## src/rtl/instr_fetch_unit_if.sv

```systemverilog
// Instruction-memory port of the fetch unit: a valid/ready request channel
// and a valid-only response channel (memory cannot stall a response).
interface instr_fetch_unit_if;
    logic        mem_req_valid;
    logic        mem_req_ready;
    logic [31:0] mem_addr;
    logic        mem_rsp_valid;
    logic [31:0] mem_rsp_data;

    modport master (
        output mem_req_valid,
        output mem_addr,
        input  mem_req_ready,
        input  mem_rsp_valid,
        input  mem_rsp_data
    );

    modport slave (
        input  mem_req_valid,
        input  mem_addr,
        output mem_req_ready,
        output mem_rsp_valid,
        output mem_rsp_data
    );
endinterface

```

## src/rtl/instr_fetch_unit.sv

```systemverilog
// Instruction fetch unit for the multi-cycle RV32I core: takes a one-cycle
// fetch_start from the control FSM, reads instruction memory at pc, holds the
// returned word in the instruction register and exposes its decode fields.
//
// state | meaning
// ------+-------------------------------------------------------------
// IDLE  | waiting for fetch_start; responses arriving here are dropped
// REQ   | mem_req_valid held with a stable address until mem_req_ready
// WAIT  | request accepted, waiting for mem_rsp_valid or the timeout
// DONE  | one-cycle fetch_done pulse (success or error), then IDLE
module instr_fetch_unit #(
    parameter int          TIMEOUT   = 16,            // legal range 2..255
    parameter logic [31:0] NOP_INSTR = 32'h0000_0013
) (
    input  logic                       clk,
    input  logic                       rst_n,
    input  logic                       fetch_start,
    input  logic [31:0]                pc,
    instr_fetch_unit_if.master         mem,
    output logic [31:0]                instr,
    output logic [31:0]                instr_pc,
    output logic [6:0]                 opcode,
    output logic [2:0]                 func3,
    output logic [4:0]                 rd,
    output logic [4:0]                 rs1,
    output logic [4:0]                 rs2,
    output logic                       fetch_busy,
    output logic                       fetch_done,
    output logic                       fetch_error,
    output logic [1:0]                 err_cause
);

    typedef enum logic [1:0] {
        ST_IDLE,
        ST_REQ,
        ST_WAIT,
        ST_DONE
    } state_t;

    localparam logic [1:0] CAUSE_NONE      = 2'b00;
    localparam logic [1:0] CAUSE_MISALIGN  = 2'b01;
    localparam logic [1:0] CAUSE_TIMEOUT   = 2'b10;

    // The wait timer counts down from TIMEOUT-1; hitting zero with no
    // response marks the last allowed WAIT cycle, giving TIMEOUT WAIT
    // cycles in total.
    localparam logic [7:0] WAIT_LOAD = 8'(TIMEOUT - 1);

    state_t      state_q,     state_d;
    logic [31:0] addr_q,      addr_d;
    logic [7:0]  wait_cnt_q,  wait_cnt_d;
    logic [31:0] instr_q,     instr_d;
    logic [31:0] instr_pc_q,  instr_pc_d;
    logic        req_valid_q, req_valid_d;
    logic        busy_q,      busy_d;
    logic        done_q,      done_d;
    logic        error_q,     error_d;
    logic [1:0]  cause_q,     cause_d;

    // Next-state and next-output computation for the fetch sequencer.
    always_comb begin
        state_d     = state_q;
        addr_d      = addr_q;
        wait_cnt_d  = wait_cnt_q;
        instr_d     = instr_q;
        instr_pc_d  = instr_pc_q;
        req_valid_d = req_valid_q;
        busy_d      = busy_q;
        done_d      = 1'b0;
        error_d     = error_q;
        cause_d     = cause_q;

        unique case (state_q)
            ST_IDLE: begin
                if (fetch_start) begin
                    error_d = 1'b0;
                    cause_d = CAUSE_NONE;
                    if (pc[1:0] == 2'b00) begin
                        addr_d      = pc;
                        req_valid_d = 1'b1;
                        busy_d      = 1'b1;
                        state_d     = ST_REQ;
                    end else begin
                        // Misaligned pc never reaches memory.
                        error_d = 1'b1;
                        cause_d = CAUSE_MISALIGN;
                        done_d  = 1'b1;
                        state_d = ST_DONE;
                    end
                end
            end

            ST_REQ: begin
                if (req_valid_q && mem.mem_req_ready) begin
                    req_valid_d = 1'b0;
                    wait_cnt_d  = WAIT_LOAD;
                    state_d     = ST_WAIT;
                end
            end

            ST_WAIT: begin
                if (mem.mem_rsp_valid) begin
                    // A response on the final wait cycle still wins.
                    instr_d    = mem.mem_rsp_data;
                    instr_pc_d = addr_q;
                    busy_d     = 1'b0;
                    done_d     = 1'b1;
                    state_d    = ST_DONE;
                end else if (wait_cnt_q == 8'd0) begin
                    error_d = 1'b1;
                    cause_d = CAUSE_TIMEOUT;
                    busy_d  = 1'b0;
                    done_d  = 1'b1;
                    state_d = ST_DONE;
                end else begin
                    wait_cnt_d = wait_cnt_q - 8'd1;
                end
            end

            ST_DONE: begin
                state_d = ST_IDLE;
            end

            default: begin
                state_d     = ST_IDLE;
                req_valid_d = 1'b0;
                busy_d      = 1'b0;
            end
        endcase
    end

    // State and registered outputs; reset also drops mem_req_valid at once.
    always_ff @(posedge clk or negedge rst_n) begin
        if (!rst_n) begin
            state_q     <= ST_IDLE;
            addr_q      <= 32'd0;
            wait_cnt_q  <= 8'd0;
            instr_q     <= NOP_INSTR;
            instr_pc_q  <= 32'd0;
            req_valid_q <= 1'b0;
            busy_q      <= 1'b0;
            done_q      <= 1'b0;
            error_q     <= 1'b0;
            cause_q     <= CAUSE_NONE;
        end else begin
            state_q     <= state_d;
            addr_q      <= addr_d;
            wait_cnt_q  <= wait_cnt_d;
            instr_q     <= instr_d;
            instr_pc_q  <= instr_pc_d;
            req_valid_q <= req_valid_d;
            busy_q      <= busy_d;
            done_q      <= done_d;
            error_q     <= error_d;
            cause_q     <= cause_d;
        end
    end

    assign mem.mem_req_valid = req_valid_q;
    assign mem.mem_addr      = addr_q;

    assign instr       = instr_q;
    assign instr_pc    = instr_pc_q;
    assign fetch_busy  = busy_q;
    assign fetch_done  = done_q;
    assign fetch_error = error_q;
    assign err_cause   = cause_q;

    assign opcode = instr_q[6:0];
    assign rd     = instr_q[11:7];
    assign func3  = instr_q[14:12];
    assign rs1    = instr_q[19:15];
    assign rs2    = instr_q[24:20];

endmodule

```

## src/flat_wrapper.sv

```systemverilog
// flat-port wrapper written by rule: the top's interface ports become plain ports
module instr_fetch_unit_flat 
#(
    parameter int          TIMEOUT   = 16,                                 
    parameter logic [31:0] NOP_INSTR = 32'h0000_0013
)
  (clk, rst_n, fetch_start, pc, instr, instr_pc, opcode, func3, rd, rs1, rs2, fetch_busy, fetch_done, fetch_error, err_cause, mem_mem_req_valid, mem_mem_addr, mem_mem_req_ready, mem_mem_rsp_valid, mem_mem_rsp_data);
  instr_fetch_unit_if mem_i ();
  input  logic clk;
  input  logic rst_n;
  input  logic fetch_start;
  input  logic [31:0] pc;
  output logic [31:0] instr;
  output logic [31:0] instr_pc;
  output logic [6:0] opcode;
  output logic [2:0] func3;
  output logic [4:0] rd;
  output logic [4:0] rs1;
  output logic [4:0] rs2;
  output logic fetch_busy;
  output logic fetch_done;
  output logic fetch_error;
  output logic [1:0] err_cause;
  output wire logic [$bits(mem_i.mem_req_valid)-1:0] mem_mem_req_valid;
  output wire logic [$bits(mem_i.mem_addr)-1:0] mem_mem_addr;
  input wire logic [$bits(mem_i.mem_req_ready)-1:0] mem_mem_req_ready;
  input wire logic [$bits(mem_i.mem_rsp_valid)-1:0] mem_mem_rsp_valid;
  input wire logic [$bits(mem_i.mem_rsp_data)-1:0] mem_mem_rsp_data;
  assign mem_mem_req_valid = mem_i.mem_req_valid;
  assign mem_mem_addr = mem_i.mem_addr;
  assign mem_i.mem_req_ready = mem_mem_req_ready;
  assign mem_i.mem_rsp_valid = mem_mem_rsp_valid;
  assign mem_i.mem_rsp_data = mem_mem_rsp_data;
  instr_fetch_unit #(.TIMEOUT(TIMEOUT), .NOP_INSTR(NOP_INSTR)) u_core (.clk(clk), .rst_n(rst_n), .fetch_start(fetch_start), .pc(pc), .mem(mem_i), .instr(instr), .instr_pc(instr_pc), .opcode(opcode), .func3(func3), .rd(rd), .rs1(rs1), .rs2(rs2), .fetch_busy(fetch_busy), .fetch_done(fetch_done), .fetch_error(fetch_error), .err_cause(err_cause));
endmodule
```

## config.mk

```make
export PLATFORM = sky130hd
export DESIGN_NAME = instr_fetch_unit_flat
export DESIGN_NICKNAME = d
export VERILOG_FILES = /design/src/rtl/instr_fetch_unit_if.sv /design/src/rtl/instr_fetch_unit.sv /design/src/flat_wrapper.sv
export SDC_FILE = /design/constraint.sdc
export NUM_CORES = 1
export LEC_CHECK = 0
export BUFFER_PORTS_ARGS = -buffer_cell sky130_fd_sc_hd__buf_2
export CAP_MARGIN = 20
export CORE_MARGIN = 4
export CORE_UTILIZATION = 35
export DETAILED_ROUTE_END_ITERATION = 16
export PLACE_DENSITY = 0.6
export SETUP_SLACK_MARGIN = 0.02
export SYNTH_ARGS = -nofsm -noshare
export SYNTH_HDL_FRONTEND = slang
export SYNTH_SLANG_ARGS = --single-unit
export TNS_END_PERCENT = 100
```

## constraint.sdc

```tcl
create_clock -name clk -period 2.1 [get_ports clk]
set_input_delay 0.105 -clock clk [delete_from_list [all_inputs] [get_ports clk]]
set_output_delay 0.105 -clock clk [all_outputs]
set_load 0.02 [all_outputs]
```

==> impl_metrics.py <==
metrics = {
    "floorplanning": {
        "die_x_um": 123.4,
        "dieHeight_um": 123.4,
        "row_count": 41,
        "num_io_pins": 196,
        "die-area_um2": 15220,
        "core_area_um2": 12820,
        "start_util_pct": 36.31,
    },
    "finish": {
        "areaGrowthSynthToFinish_pct": 41.59,
        "antenna_cells": 0,
        "fin_nets": 635,
        "drive_gt1_share_pct": 56.44,
        "num-fill-cells": 1085,
        "finish.instance_area_um2": 6594,
        "final_cells": 739,
    },
    "synth": {
        "synth_edf_count": 0,
        "synth_common_cells": "dfrtp_1 (109), mux2_2 (92), buf_4 (25), nand2_1 (9), inv_1 (7)",
        "yosysWarnings": 0,
        "synth_flop_cell": "dfrtp_1",
        "synth_area_per_cell_um2": 14.29,
        "synth_area_um2": 4657,
        "synth_area_leaders": "dfrtp_1 (59%), mux2_2 (22%), buf_4 (4.0%)",
        "ys_seq_area_share_pct": 60.26,
        "ys_ff_latch": 112,
        "synth_largest_area_cell": "dfrtp_1",
        "yosysMostFrequentCell": "dfrtp_1",
        "synth_top_area_share_pct": 58.57,
        "synth_fp_nets": 399,
        "syn_inst": 326,
        "async_flop_share_pct": 100.0,
        "yosys.cell_types.count": 42,
    },
    "power_and_ir_drop": {
        "ir_drop_mv": 0.8014,
        "p_per_area_nw_per_um2": 1595,
        "power_leakage_nw": 3.203,
        "total_power_mw": 10.52,
    },
    "worst_setup_path": {
        "crit_chain": "inv_1 -> ha_1 -> and2_4 -> a41o_2 -> or4_1 -> a21oi_1",
        "path_buf_inv": 1,
        "worstPathRequired_ns": 2.37,
        "arrival_ns": 2.20,
        "cp_top_family": "simple AND/OR/NAND/NOR gates",
        "path_max_fanout": 10,
        "critPathSlowestCell": "or4_1",
        "criticalPathCategory": "flip-flop to flip-flop",
        "slowest_delay_ns": 0.53,
        "endpoint_kind": "flip-flop",
        "crit_path_start_kind": "flip-flop",
    },
    "timing": {
        "drv_slew": 0,
        "min_period_ns": 1.937,
        "clock.fmax_ghz": 0.5162,
        "worst_slew_pin_slew_ns": 0.6137,
        "setup_viol": 0,
        "hold_violations": 0,
        "period_share_pct": 92.24,
        "fin_tns_setup_ns": 0,
        "whs_ns": 0.01172,
        "skew_ns": 0.003718,
        "rsz0062_at_grt": "no",
        "slew_headroom_pct": 59.00,
    },
    "clocking": {
        "clk_pin_slew_worst_paths_ns": 0.07,
        "cts_tree": "yes",
        "cts_made_buffers": 9,
        "clock-sinks": 112,
        "htreeDepth": 3,
        "post-cts-setup-buffers": 0,
        "clockRootBuffer": "clkbuf_16",
        "clock_path_buffers": 2,
        "worstSkewPairLatency_ns": 0.34,
    },
    "global_route": {
        "grt_pass1_wl_um": 17740,
        "first_global_vias": 3515,
        "grt_max_degree": 50,
        "overflow": 0,
        "grt_util_all_layers_pct": 14.88,
        "antenna_found_initial": 0,
    },
    "placement": {
        "place.gp.congestion": 0.7904,
        "port_buffers": 195,
        "placed_area_um2": 5699,
        "dpl.hpwl_um": 7912,
        "place_inst": 663,
    },
    "status": {
        "status": "complete, no violations",
    },
    "drt": {
        "firstDrtPassIters": 4,
        "routed_via_density": 4.673,
        "drt_iter0_markers": 68,
        "drc": 0,
        "ant_nets": 0,
        "wl_per_cell_um": 15.35,
        "vias": 3453,
        "wirelength_um": 11350,
    },
    "flow_run": {
        "max_cap_violations": 0,
    },
    "hold_path": {
        "min-delay-path-class": "input port to flip-flop",
    },
}
repair_timing:
item                       CTS  global route
gates resized for setup      0             2
hold endpoints to repair    89             0
setup endpoints to repair    0             2
hold buffers                60             0
through the flow:
step                setup WS, ns  util [%]
finish                    0.1629     51.41
global route             0.03358     51.41
CTS                       0.1108     51.36
detailed placement        0.1151     44.44
global placement          0.2283     44.44
floorplan                 0.2000         -
worst paths after layout:
path / from / endpoint / cells after the start / slack (ns)
worst max-delay path: u_core.state_q[0] / u_core.wait_cnt_q[4] / 6 / 0.16
max in group asynchronous: rst_n / u_core.instr[1] / 3 / 1.15
worst min-delay path: pc[3] / u_core.mem.mem_addr[3] / 2 / 0.01
min in group asynchronous: rst_n / u_core.mem.mem_addr[28] / 2 / 0.27
worst min register to register: u_core.instr_pc[31] / u_core.instr_pc[31] / 1 / 0.50
worst max register to register: u_core.state_q[0] / u_core.wait_cnt_q[4] / 6 / 0.16
state kept, by name (all words and copies together), names as in the netlist:
name and flops:
u_core.fetch_busy 1, u_core.fetch_error 1, u_core.mem.mem_addr 32, u_core.mem.mem_req_valid 1, u_core.instr_pc 32, u_core.fetch_done 1
u_core.err_cause 2, u_core.instr 32, u_core.state_q 2, u_core.wait_cnt_q 8
worst register-to-register path: cells and delay by family (launching register included):
kind                     cells  cell delay [ns]
adder cells (fa/ha/maj)      1             0.26
buffers and inverters        1             0.08
AO/OA/AOI/OAI                2             0.46
AND/OR/NAND/NOR              2             0.70
flip-flops                   1             0.37
area by class of cell:
cell class / count / area (um2) / area share (%)
clock buffer: 14 / 274.0 / 4.156
timing repair buffer: 263 / 1677 / 25.43
multi-input combinational: 169 / 1583 / 24.00
sequential: 112 / 2806 / 42.56
tap: 172 / 215.2 / 3.264
clock inverter: 2 / 12.51 / 0.1898
inverter: 7 / 26.28 / 0.3985
placed cells by master, fill, tap and decap left out, types with 4 or more instances in the layout:
cell / netlist / final
inv_1: 7 / 7
a21oi_1: 6 / 6
dlygate4sd3_1: 0 / 60
nor2_1: 6 / 6
ha_1: 4 / 4
clkbuf_16: 0 / 9
buf_2: 3 / 194
mux2_2: 92 / 92
o21ai_0: 6 / 6
o31ai_1: 5 / 5
dfrtp_1: 109 / 109
or4_1: 4 / 4
buf_4: 25 / 6
nand2_1: 9 / 9
logic make-up after synthesis:
family	Yosys count	synth area share, %
AND/OR/NAND/NOR	37	4.810
buffers and inverters	45	6.045
multiplexers	95	22.97
flip-flops	112	60.26
adder cells (fa/ha/maj)	4	1.075
AO/OA/AOI/OAI	33	4.836
layer usage:
metal | track usage [%] | wire length, um | share of wire (%) | vias to the layer above
li1 | - | - | - | 1613
met1 | 17.86 | 4601 | 41 | 1669
met2 | 24.46 | 5368 | 47 | 161
met3 | 5.444 | 1225 | 11 | 10
met4 | 5.606 | 149 | 1.3 | 0
met5 | 0 | 0 | 0 | -
report_power, final:
| group | switching (mW) | internal, mW | total (mW) |
|---|---|---|---|
| sequential | 0.672 | 3.21 | 3.88 |
| clock | 0.728 | 0.902 | 1.63 |
| combinational | 2.92 | 2.09 | 5.00 |
(Power assumes the default switching activity.)
